## src/rtl/g2b_pkg.sv

```systemverilog
// Shared types and constants for the round-robin Gray-to-binary scheduler.
package g2b_pkg;

  typedef enum logic [1:0] {
    IDLE = 2'd0,
    CONV = 2'd1,
    OUT  = 2'd2
  } state_t;

  localparam int unsigned N_DEF    = 6;
  localparam int unsigned NREQ_DEF = 4;
  localparam int unsigned CNTW_DEF = 16;

  // Ceiling log2, used to size the requester index.
  function automatic int unsigned clog2(input int unsigned v);
    int unsigned r;
    r = 0;
    for (int unsigned p = 1; p < v; p = p << 1) r++;
    return r;
  endfunction

endpackage

```

## src/rtl/g2b_rr_scheduler_core.sv

```systemverilog
// Combinational Gray-to-binary converter shared by all requesters.
module g2b_core #(
  parameter int unsigned N = 6
) (
  input  logic [N-1:0] gray,
  output logic [N-1:0] bin
);

  // bin[i] is the parity of gray[N-1:i], the unrolled form of the XOR chain.
  for (genvar i = 0; i < N; i++) begin : g_bit
    assign bin[i] = ^gray[N-1:i];
  end

endmodule

```

## src/rtl/g2b_rr_scheduler.sv

```systemverilog
// Round-robin scheduler sharing one Gray-to-binary converter among NREQ requesters.
module g2b_rr_scheduler
  import g2b_pkg::*;
#(
  parameter int unsigned N    = N_DEF,
  parameter int unsigned NREQ = NREQ_DEF,
  parameter int unsigned IDW  = clog2(NREQ),
  parameter int unsigned CNTW = CNTW_DEF
) (
  input  logic               clk,
  input  logic               rst,
  input  logic [NREQ-1:0]    req_valid,
  input  logic [NREQ*N-1:0]  req_gray,
  output logic [NREQ-1:0]    req_ready,
  output logic               out_valid,
  output logic [N-1:0]       out_bin,
  output logic [IDW-1:0]     out_id,
  input  logic               out_ready,
  output logic               busy,
  output logic [CNTW-1:0]    done_count
);

  localparam int unsigned SW = IDW + 1;

  state_t          state;
  logic [N-1:0]    gray_q;
  logic [N-1:0]    bin_q;
  logic [N-1:0]    bin_c;
  logic [IDW-1:0]  id_q;
  logic [IDW-1:0]  last_grant;
  logic [IDW-1:0]  start;
  logic [IDW-1:0]  pick;
  logic [IDW-1:0]  grant;
  logic [NREQ-1:0] rot;
  logic [SW-1:0]   sum;
  logic            any_valid;

  // Rotate so the requester after last_grant sits at bit 0, pick lowest, rotate back.
  always_comb begin
    start = (last_grant == IDW'(NREQ - 1)) ? '0 : last_grant + IDW'(1);
    rot   = (req_valid >> start) | (req_valid << (NREQ - 32'(start)));
    pick  = '0;
    for (int k = int'(NREQ) - 1; k >= 0; k--) begin
      if (rot[k]) pick = IDW'(k);
    end
    sum = SW'(pick) + SW'(start);
    if (sum >= SW'(NREQ)) sum = sum - SW'(NREQ);
    grant = sum[IDW-1:0];
  end

  assign any_valid = |req_valid;
  assign req_ready = (!rst && state == IDLE && any_valid) ? (NREQ'(1) << grant) : '0;
  assign out_bin   = bin_q;
  assign out_id    = id_q;

  g2b_core #(.N(N)) u_core (
    .gray (gray_q),
    .bin  (bin_c)
  );

  always_ff @(posedge clk or posedge rst) begin
    if (rst) begin
      state      <= IDLE;
      gray_q     <= '0;
      bin_q      <= '0;
      id_q       <= '0;
      last_grant <= IDW'(NREQ - 1);
      out_valid  <= 1'b0;
      busy       <= 1'b0;
      done_count <= '0;
    end else begin
      case (state)
        IDLE: begin
          if (any_valid) begin
            gray_q     <= req_gray[grant*N +: N];
            id_q       <= grant;
            last_grant <= grant;
            busy       <= 1'b1;
            state      <= CONV;
          end
        end
        CONV: begin
          bin_q     <= bin_c;
          out_valid <= 1'b1;
          state     <= OUT;
        end
        OUT: begin
          if (out_ready) begin
            done_count <= done_count + CNTW'(1);
            out_valid  <= 1'b0;
            busy       <= 1'b0;
            state      <= IDLE;
          end
        end
        default: begin
          out_valid <= 1'b0;
          busy      <= 1'b0;
          state     <= IDLE;
        end
      endcase
    end
  end

endmodule

```

## config.mk

```make
export PLATFORM = sky130hd
export DESIGN_NAME = g2b_rr_scheduler
export DESIGN_NICKNAME = d
export VERILOG_FILES = /design/src/rtl/g2b_pkg.sv /design/src/rtl/g2b_rr_scheduler_core.sv /design/src/rtl/g2b_rr_scheduler.sv
export SDC_FILE = /design/constraint.sdc
export NUM_CORES = 1
export LEC_CHECK = 0
export ABC_AREA = 1
export BUFFER_PORTS_ARGS = -buffer_cell sky130_fd_sc_hd__buf_4
export CAP_MARGIN = 20
export CORE_ASPECT_RATIO = 0.8
export CORE_MARGIN = 2
export CORE_UTILIZATION = 52
export DETAILED_ROUTE_END_ITERATION = 12
export PLACE_DENSITY = 0.83
export SYNTH_ARGS = -nofsm -noshare
export SYNTH_HDL_FRONTEND = slang
export SYNTH_SLANG_ARGS = --single-unit
```

## constraint.sdc

```tcl
create_clock -name clk -period 3.2 [get_ports clk]
set_input_delay 0.16 -clock clk [delete_from_list [all_inputs] [get_ports clk]]
set_output_delay 0.16 -clock clk [all_outputs]
set_load 0.05 [all_outputs]
```

# Yosys cells after proc, flatten, opt, wreduce, memory -nomap -nowiden
# Cells that the tools add are included.
# totals
ff_bits	36
inputBits	31
output_inout_bits	30
wordCells	56
# classes
addsub	5
multipliers	1
magnitude_cmp	1
eq_ne	5
shift	4
n_mux	14
bitwise	3
n_reduce_logical	15
# op_table
op	count
left shift 4 x 32 -> 4 bit	1
variable part select 24 x 6 -> 6 bit	1
adder 16 x 1 -> 16 bit (second input constant)	1
2-to-1 mux 2 bit	8
AND reduction 2 bit	4
one-hot mux 1 bit (3 select lines)	2
one-hot mux 2 bit (3 select lines)	1
XOR reduction 6 bit	1
XOR reduction 5 bit	1
== test 2 bit (second input constant)	2
multiplier 2 x 2 -> 4 bit (second input constant)	1
2-to-1 mux 4 bit	1
inequality test 2 bit (second input constant)	2
bitwise OR 4 bit	1
OR reduction 4 bit	1
XOR reduction 4 bit	1
left shift 1 x 2 -> 4 bit (first input constant)	1
>> shifter 4 x 2 -> 4 bit	1
subtractor 3 x 2 -> 4 bit (first input constant)	1
adder 2 x 2 -> 3 bit	1
greater-or-equal comparator 3 bit (second input constant)	1
AND reduction 3 bit	1
XOR reduction 3 bit	1
adder 2 x 1 -> 2 bit (second input constant)	1
other kinds (8)	11

# Longest topological paths before layout
# Gate-level depths: netlist of run 1.
# depth
ltp_word	14
ltp_mapped	20
ltp_nobuf	20

# Cells and area by module
# From an unflattened synthesis of run 1, not the netlist that was laid out.
# unflattened
cells_unflattened	300
area_unflattened_um2	2348.5
# by_module_without_submodules
mod	instances	cells_per_inst	area_per_inst_um2	seq_area_each_um2
g2b_rr_scheduler	1	255	2155.8	903.4
g2b_core	1	45	192.7	0.0

# Worst setup path after synthesis of run 1
# Ideal clock, no wire load.
# synth_path
path_kind	register -> output
from	register last_grant[0]
to	output port req_ready[0]
t_arrival_ps	3017
t_required_ps	3040
slack_ps	23
stages_incl_launch_ff	17
path_buffers	0
cell_sequence	dfstp_2 > ha_1 > inv_1 > nand2_2 > nand3_2 > nand2_1 > a21oi_2 > nand2_1 > nand2_1 > nand2_1 > inv_1 > ha_1 > xor2_1 > inv_1 > nand3_4 > nand2_8 > nor2_1
# synth_between
elab_chain_len	14
elab_cells_between_ends	17
cone_classes	4 x add/sub; 1 x order compare; 1 x eq/ne; 3 x shift; 7 x mux; 1 x bitwise
# synth_lines
element	line_no	source
from (decl)	g2b_rr_scheduler.sv:30	logic [IDW-1:0] last_grant;
from (signal assigned)	g2b_rr_scheduler.sv:67	last_grant <= IDW'(NREQ - 1);
from (signal assigned)	g2b_rr_scheduler.sv:77	last_grant <= grant;
adder 2 x 1 -> 2 bit / == test 2 bit (equally long branches)	g2b_rr_scheduler.sv:40	start = (last_grant == IDW'(NREQ - 1)) ? '0 : last_grant + IDW'(1);
2-to-1 mux 2 bit *	g2b_rr_scheduler.sv:40	
subtractor 3 x 2 -> 4 bit	g2b_rr_scheduler.sv:41	rot = (req_valid >> start) | (req_valid << (NREQ - 32'(start)));
left shift 4 x 32 -> 4 bit	g2b_rr_scheduler.sv:41	
bitwise OR 4 bit	g2b_rr_scheduler.sv:41	
2-to-1 mux 2 bit (4 in series)	g2b_rr_scheduler.sv:44	if (rot[k]) pick = IDW'(k);
adder 2 x 2 -> 3 bit *	g2b_rr_scheduler.sv:46	sum = SW'(pick) + SW'(start);
greater-or-equal comparator 3 bit / subtractor 2 x 1 -> 2 bit (equally long branches)	g2b_rr_scheduler.sv:47	if (sum >= SW'(NREQ)) sum = sum - SW'(NREQ);
2-to-1 mux 2 bit *	g2b_rr_scheduler.sv:47	
left shift 1 x 2 -> 4 bit *	g2b_rr_scheduler.sv:52	assign req_ready = (!rst && state == IDLE && any_valid) ? (NREQ'(1) << grant) : '0;
2-to-1 mux 4 bit *	g2b_rr_scheduler.sv:52	
to (decl)	g2b_rr_scheduler.sv:14	output logic [NREQ-1:0] req_ready,
# Mark *: on every way between the ends. The rest lies on a longest branch, timed or not.

# Worst setup path after layout of run 1
# layout_path
from	register last_grant[0]
to	output port req_ready[3]
# Same word-level chain as after synthesis.

==> results of run 1 <==
-- cell type report --
type                    count  area, µm²
multi-input cells         186       1220
fillers                   298       1080
flip-flops and latches     36        903
repair buffers             76        594
inverters                  36        138
clock buffers               8       90.1
well taps                  57       71.3
-- cell usage after synthesis (all sizes together) --
library cell | number | area share [%]
nor2 | 24 | 4.9
a21oi | 3 | 0.86
o21ai | 9 | 2.1
clkbuf | 1 | 0.17
dfstp | 2 | 2.4
xor2 | 15 | 6.0
nand2 | 77 | 15
nand3 | 23 | 6.3
inv | 36 | 6.2
ha | 4 | 2.3
dfrtp | 34 | 39
xnor2 | 9 | 3.6
buf | 2 | 1.2
nor3 | 3 | 1.7
nor4b | 1 | 0.69
nand4 | 3 | 0.86
mux2i | 14 | 6.4
nor4 | 1 | 0.29
-- path summary, 6_finish.rpt --
kind | cells after the start | slack (ns) | startpoint | end
max | 19 | 0.02 | last_grant[0] | req_ready[3]
min reg2reg | 2 | 0.49 | out_id[0] | out_id[0]
min in group clk | 2 | 0.16 | out_ready | state[1]
max in group asynchronous | 3 | 2.88 | rst | last_grant[1]
min | 3 | -0.02 | rst | out_id[0]
max reg2reg | 20 | 0.44 | last_grant[0] | gray_q[2]
-- routing by layer --
metal  track usage, %  part of all wire [%]  up-vias
li1                 -                     -      980
met4             3.12                   1.5        0
met3             4.62                   4.4       10
met2             32.6                    49       58
met5                0                     0        -
met1             25.1                    45      963
-- through the flow --
stage / area (µm²) / util, % / hold WS, ns
final: 3020 / 73.6 / -0.0199
after global routing: 3020 / 73.6 / 0.0298
after CTS: 2810 / 68.4 / 0.00297
after detailed placement: 2690 / 65.7 / 0.299
after floorplan: 2190 / - / 0.298
after global placement: 2690 / 65.7 / 0.300
-- state kept, by name (all words and copies together), names as in the netlist --
| signal | count |
|---|---|
| busy | 1 |
| done_count | 16 |
| gray_q | 6 |
| last_grant | 2 |
| out_bin | 6 |
| out_id | 2 |
| out_valid | 1 |
| state | 2 |
-- critical path: stages (launching register included) --
cell	delay [ns]
dfstp_2	0.59
buf_12	0.12
ha_4	0.21
inv_4	0.09
nand2_4	0.07
nand3_4	0.10
nand2_2	0.06
a21oi_2	0.17
nand2_1	0.10
nand2_2	0.09
nand2_2	0.06
inv_2	0.06
ha_4	0.13
xor2_2	0.18
buf_4	0.17
nand2_8	0.06
nand2_8	0.09
inv_2	0.05
nor3_2	0.16
buf_6	0.18
-- cell families after synthesis --
| kind of cell | Yosys count |
|---|---|
| AOI/OAI and AO/OA | 12 |
| buffers and inverters | 39 |
| DFF | 36 |
| muxes | 14 |
| adders and majority gates | 4 |
| and+or+nand+nor | 132 |
| xor gates and xnor gates | 24 |
-- repair_timing --
action / in CTS / in global routing
pin swaps: 1 / 18
setup buffers: 1 / 13
setup endpoints to repair: 4 / 4
resized for setup: 4 / 26
==> impl_metrics.py, run 1 <==
metrics = {
    "yosys": {
        "synth-compound-area-share_pct": 2.92,
        "ys_seq_area_share_pct": 41.3,
        "ys_warn_count": 0,
        "synth_nets": 296,
        "synth-simple-area-share_pct": 29.9,
        "ys_ff_latch": 36,
        "syn_area_per_cell_um2": 8.38,
        "synth_area_um2": 2190,
        "syn_inst": 261,
        "synth_xor_area_share_pct": 9.61,
        "synth.distinct_cells": 30,
        "synth_adder_area_share_pct": 2.29,
        "synthMuxAreaShare_pct": 6.41,
        "synth_top_family_by_area": "simple AND/OR/NAND/NOR gates",
    },
    "min_path": {
        "hold_path_class": "primary input to async pin",
    },
    "timing": {
        "max_freq_ghz": 0.314,
        "post-route-min-period_ns": 3.18,
        "tightest_slew_ns": 0.444,
        "period_share_pct": 99.4,
        "fin_skew_ns": 0.00375,
        "layout_setup_ws_ns": 0.0177,
        "setup_viol": 0,
        "hold_violations": 34,
        "slew_headroom_pct": 70.4,
        "slew_viol_final": 0,
        "tns_ns": 0,
        "fin_hold_ws_ns": -0.0199,
    },
    "clock_network": {
        "ctsHoldBuffers": 0,
        "cts_buffers": 5,
        "clk_pin_slew_ns": 0.07,
        "clk_latency_ns": 0.28,
        "root_buffer": "clkbuf_8",
        "clock_path_buffers": 2,
        "cts_tree": "yes",
        "cts_htree_levels": 2,
        "numClockSinks": 36,
    },
    "die": {
        "fp.dieW_um": 76.5,
        "dieArea_um2": 4740,
        "die-height_um": 62.0,
        "initial_core_util_pct": 53.4,
        "ios": 61,
        "core-area_um2": 4100,
        "std_cell_rows": 21,
    },
    "setup_path": {
        "worstSetupPathType": "flop to output port",
        "cp-start-kind": "flop",
        "path_max_fanout": 7,
        "critPathRequiredTime_ns": 3.04,
        "worst_ep_arrival_time_ns": 3.02,
        "crit_path_end_kind": "output port",
    },
    "route": {
        "dr.pass1.iters": 4,
        "wl_per_cell_um": 12.8,
        "drt-initial-drc-count": 136,
        "viasPerCell": 5.04,
        "drtAntennaViolNets": 0,
        "drc_errors": 0,
        "drt-total-wl_um": 5110,
        "vias": 2011,
    },
    "cells_and_area": {
        "most-common-layout-cells": "buf_4 (72), nand2_1 (64), dfrtp_1 (34)",
        "fin_nets": 376,
        "area_growth_pct": 38.0,
        "final_common_cell": "buf_4",
        "final_layout_size_suffix_gt1_share_pct": 36.0,
        "fin_cells": 399,
        "n_antenna_cell": 0,
    },
    "global_routing": {
        "antenna_found_initial": 0,
        "grt_max_degree": 37,
        "gr-total-overflow": 0,
        "grt_pass1_vias": 1646,
        "grt_usage_pct": 18.8,
        "grt_pass1_wl_um": 7060,
    },
    "run_status": {
        "violations": "negative hold slack",
        "status": "complete, but fails checks",
    },
    "place": {
        "gp_congestion": 0.816,
        "dp_cells": 377,
        "dp_slack_ns": 0.158,
        "portBuffers": 60,
        "hpwl_um": 3370,
    },
    "run": {
        "cap_violations": 0,
    },
}
Power of run 1 is left out: the tool's default activity adds up to more than one toggle a clock period on the data nets, which glitch-free logic cannot reach.
==> run 2: changes to the inputs <==
Settings changed: MAX_ROUTING_LAYER from default to met4.
==> impl_metrics.py, run 2 (synthesized netlist as in run 1, its figures left out) <==
metrics = {
    "setup_path": {
        "critPathRequiredTime_ns": 3.04,
        "r2r_setup_slack_ns": 0.44,
        "worst_ep_arrival_time_ns": 3.02,
        "worstSetupPathType": "flop to output port",
        "path_max_fanout": 7,
        "timing.rr.end": "gray_q[2]",
        "reg2reg_from": "last_grant[0]",
        "cp-start-kind": "flop",
        "rr_worst_depth": 20,
        "crit_path_end_kind": "output port",
    },
    "place": {
        "hpwl_um": 3370,
        "portBuffers": 60,
        "gp_congestion": 0.828,
        "postPlaceCellArea_um2": 2690,
    },
    "route": {
        "wl_per_cell_um": 12.8,
        "drt-initial-drc-count": 142,
        "dr.pass1.iters": 4,
        "drtAntennaViolNets": 0,
        "viasPerCell": 5.04,
        "drc_errors": 0,
        "drt-total-wl_um": 5110,
        "vias": 2011,
    },
    "global_routing": {
        "grt_pass1_wl_um": 7070,
        "antenna_found_initial": 0,
        "gr-total-overflow": 0,
        "grt_max_degree": 37,
        "grt_usage_pct": 19.5,
        "grt_pass1_vias": 1647,
    },
    "cells_and_area": {
        "fin_nets": 376,
        "largest_reg_flops": 16,
        "n_antenna_cell": 0,
        "stdcell_area_um2": 3020,
        "largest-register": "done_count",
        "final_layout_size_suffix_gt1_share_pct": 36.0,
        "final_common_cell": "buf_4",
        "most-common-layout-cells": "buf_4 (72), nand2_1 (64), dfrtp_1 (34)",
        "area_growth_pct": 38.0,
    },
    "clock_network": {
        "numClockSinks": 36,
        "clock_path_buffers": 2,
        "clk_latency_ns": 0.28,
        "root_buffer": "clkbuf_8",
        "cts_htree_levels": 2,
        "cts_tree": "yes",
        "cts_buffers": 5,
        "clk_pin_slew_ns": 0.07,
        "ctsHoldBuffers": 0,
    },
    "timing": {
        "slew_headroom_pct": 70.4,
        "max_freq_ghz": 0.314,
        "fin_hold_ws_ns": -0.0197,
        "slew_viol_final": 0,
        "period_share_pct": 99.4,
        "hold_violations": 34,
        "fin_skew_ns": 0.00376,
        "post-route-min-period_ns": 3.18,
        "setup_viol": 0,
        "tightest_slew_ns": 0.444,
    },
    "die": {
        "std_cell_rows": 21,
        "fp.dieW_um": 76.5,
        "initial_core_util_pct": 53.4,
        "die-height_um": 62.0,
        "core-area_um2": 4100,
        "dieArea_um2": 4740,
        "ios": 61,
    },
    "run_status": {
        "status": "complete, but fails checks",
        "violations": "negative hold slack",
    },
    "run": {
        "cap_violations": 0,
    },
    "min_path": {
        "hold_path_class": "primary input to async pin",
    },
}
## run 2: critical path, cell delays in order, from the launching register on
cell	delay [ns]
dfstp_2	0.59
buf_12	0.12
ha_4	0.21
inv_4	0.09
nand2_4	0.07
nand3_4	0.10
nand2_2	0.06
a21oi_2	0.17
nand2_1	0.10
nand2_2	0.09
nand2_2	0.06
inv_2	0.06
ha_4	0.13
xor2_2	0.18
buf_4	0.17
nand2_8	0.06
nand2_8	0.09
inv_2	0.05
nor3_2	0.16
buf_6	0.18
## run 2: final cells by class
cell class              count  area (µm²)
clock buffers               8        90.1
flip-flops and latches     36         903
inverters                  36         138
well taps                  57        71.3
multi-input cells         186        1220
repair buffers             76         594
fillers                   298        1080
## run 2: worst max path at each step
| stage | start | end | slack (ns) | cells past startpoint |
|---|---|---|---|---|
| final | last_grant[0] | req_ready[3] | 0.02 | 19 |
| after global routing | last_grant[0] | req_ready[3] | -0.10 | 19 |
| after CTS | last_grant[0] | req_ready[3] | 0.008 | 19 |
| after detailed placement | last_grant[0] | req_ready[0] | 0.16 | 17 |
| after global placement | last_grant[0] | req_ready[1] | 0.26 | 17 |
| after floorplan | last_grant[0] | req_ready[0] | 0.02 | 16 |
## run 2: what timing repair did
item	4_1_cts	5_1_grt
endpoints found under the hold margin	0	0
setup buffers	1	13
pin swaps	1	18
endpoints found under the setup margin	4	4
gates resized for setup	4	26
## run 2: through the flow
stage / setup WS, ns / hold slack [ns] / setup TNS [ns] / instances / utilization [%]
6_report: 0.0179 / -0.0197 / 0 / 399 / 73.6
5_1_grt: -0.102 / 0.0298 / -0.172 / 399 / 73.6
4_1_cts: 0.00821 / 0.00297 / 0 / 386 / 68.4
3_5_place_dp: 0.158 / 0.299 / 0 / 377 / 65.7
3_3_place_gp: 0.264 / 0.300 / 0 / 377 / 65.7
2_1_floorplan: 0.0231 / 0.298 / 0 / 261 / -
## run 2: layer usage
metal | vias up | wire length, µm | GRT usage [%]
met5 | - | 0 | -
met4 | 0 | 78 | 3.12
met3 | 10 | 221 | 4.48
met2 | 58 | 2500 | 32.6
met1 | 964 | 2300 | 25.2
li1 | 979 | - | -
Power of run 2 is left out for the same reason.
==> run 3: changes to the inputs <==
Settings changed: SETUP_SLACK_MARGIN from default to 0.15.
==> impl_metrics.py, run 3 (synthesized netlist as in run 1, its figures left out) <==
metrics = {
    "run_status": {
        "status": "finished, final reports clean",
    },
    "timing": {
        "slew_headroom_pct": 74.2,
        "tns_ns": 0,
        "tightest_slew_ns": 0.386,
        "fin_skew_ns": 0.00370,
        "hold_violations": 0,
        "setup_viol": 0,
        "max_freq_ghz": 0.321,
        "period_share_pct": 97.3,
        "post-route-min-period_ns": 3.11,
        "rsz0062_at_grt": "true",
        "slew_viol_final": 0,
    },
    "global_routing": {
        "grt_max_degree": 30,
        "antenna_found_initial": 0,
        "grt_pass1_wl_um": 7380,
        "grt_pass1_vias": 1699,
        "gr-total-overflow": 0,
        "grt_usage_pct": 20.9,
    },
    "route": {
        "drt-total-wl_um": 5870,
        "viasPerCell": 5.12,
        "dr.pass1.iters": 4,
        "drtAntennaViolNets": 0,
        "drt-initial-drc-count": 135,
        "wl_per_cell_um": 14.7,
        "vias": 2042,
        "drc_errors": 0,
    },
    "place": {
        "gp_congestion": 0.846,
        "hpwl_um": 3380,
        "portBuffers": 60,
        "postPlaceCellArea_um2": 2700,
    },
    "cells_and_area": {
        "stdcell_area_um2": 3090,
        "n_antenna_cell": 0,
        "largest_reg_flops": 16,
        "largest-register": "done_count",
        "fillCellCount": 301,
        "final_common_cell": "buf_4",
        "final_layout_size_suffix_gt1_share_pct": 38.3,
        "most-common-layout-cells": "buf_4 (67), nand2_1 (63), dfrtp_1 (34)",
        "fin_nets": 376,
        "area_growth_pct": 41.5,
    },
    "die": {
        "std_cell_rows": 21,
        "die-height_um": 62.0,
        "fp.dieW_um": 76.5,
        "initial_core_util_pct": 53.4,
        "ios": 61,
        "core-area_um2": 4100,
        "dieArea_um2": 4740,
    },
    "clock_network": {
        "cts_tree": "yes",
        "cts_htree_levels": 2,
        "clock_path_buffers": 2,
        "numClockSinks": 36,
        "cts_buffers": 5,
        "clk_latency_ns": 0.29,
        "root_buffer": "clkbuf_8",
        "clk_pin_slew_ns": 0.07,
    },
    "setup_path": {
        "cp-start-kind": "flop",
        "slowest_stage": "dfstp_2",
        "cpPeakStageDelay_ns": 0.60,
        "worst_ep_arrival_time_ns": 2.95,
        "path_max_fanout": 7,
        "path_cells": "ha_4, inv_2, nand2_4, nor2_2, nor2_2, nand3_1, nand3_2, nand2_2, nand2_2, nand2_2, inv_2, ha_4, xor2_4, nand2_4, nand2_8, inv_6, nor3_4, buf_6",
        "critPathRequiredTime_ns": 3.04,
        "crit_path_end_kind": "output port",
        "worstSetupPathType": "flop to output port",
        "worst_path_most_repeated_cell": "nand2_2",
    },
    "run": {
        "cap_violations": 0,
    },
    "min_path": {
        "hold_path_class": "primary input to flop",
    },
}
run 3: changes by cell type in the layout (fill, tap and decap cells not counted), moves of 2 or more:
cell,previous run,this run
nor3_4,1,3
nand2_2,8,10
nor3_2,2,0
inv_1,30,27
inv_6,0,2
nor2_2,4,7
inv_2,5,7
nor2_1,17,14
buf_4,72,67
buf_6,3,6
run 3: path summary, 6_finish.rpt:
path                                      end     startpoint  cells past startpoint  slack, ns
max in group asynchronous       last_grant[0]            rst                      4       2.32
worst min-delay path                 state[1]      out_ready                      2       0.19
worst max-delay path             req_ready[3]  last_grant[1]                     18       0.09
min in group asynchronous           out_id[0]            rst                      3       0.40
worst min register to register     out_bin[1]     out_bin[1]                      2       0.49
worst max register to register      gray_q[1]  last_grant[1]                     20       0.48
run 3: metal layers:
metal / share of wire [%] / GRT usage, % / up-vias
li1: - / - / 977
met1: 41 / 26.6 / 961
met2: 50 / 34.3 / 83
met3: 5.1 / 6.07 / 21
met4: 3.8 / 4.42 / 0
met5: 0 / - / -
run 3: layout make-up:
class                           count  area [µm²]  area share, %
Timing Repair Buffer               75         608           19.7
Inverter                           36         145           4.69
Multi-Input combinational cell    187        1280           41.2
Sequential cell                    36         903           29.2
Tap cell                           57        71.3           2.30
Clock buffer                        8        90.1           2.91
run 3: repair_timing:
item | 4_1_cts | 5_1_grt
gates resized for setup | 9 | 38
setup endpoints to repair | 4 | 4
gates cloned | 0 | 1
pin swaps | 4 | 21
hold buffers | 0 | 1
buffers inserted | 5 | 6
hold endpoints to repair | 0 | 4
run 3: per-stage QoR:
step                setup slack [ns]  instances  hold slack [ns]  util [%]
finish                        0.0872        399            0.188      75.5
detailed placement             0.180        377            0.440      65.8
global route                 -0.0495        399            0.185      75.5
floorplan                     0.0734        261            0.298         -
global placement               0.260        377            0.428      65.8
CTS                            0.153        390            0.136      69.6
run 3: critical path, delay by kind of cell (launching register included):
family / cells / cell delay (ns)
and+or+nand+nor: 11 / 1.16
DFF: 1 / 0.60
buffers and inverters: 4 / 0.36
adders and majority gates: 2 / 0.35
xor gates and xnor gates: 1 / 0.20
Power of run 3 is left out for the same reason.
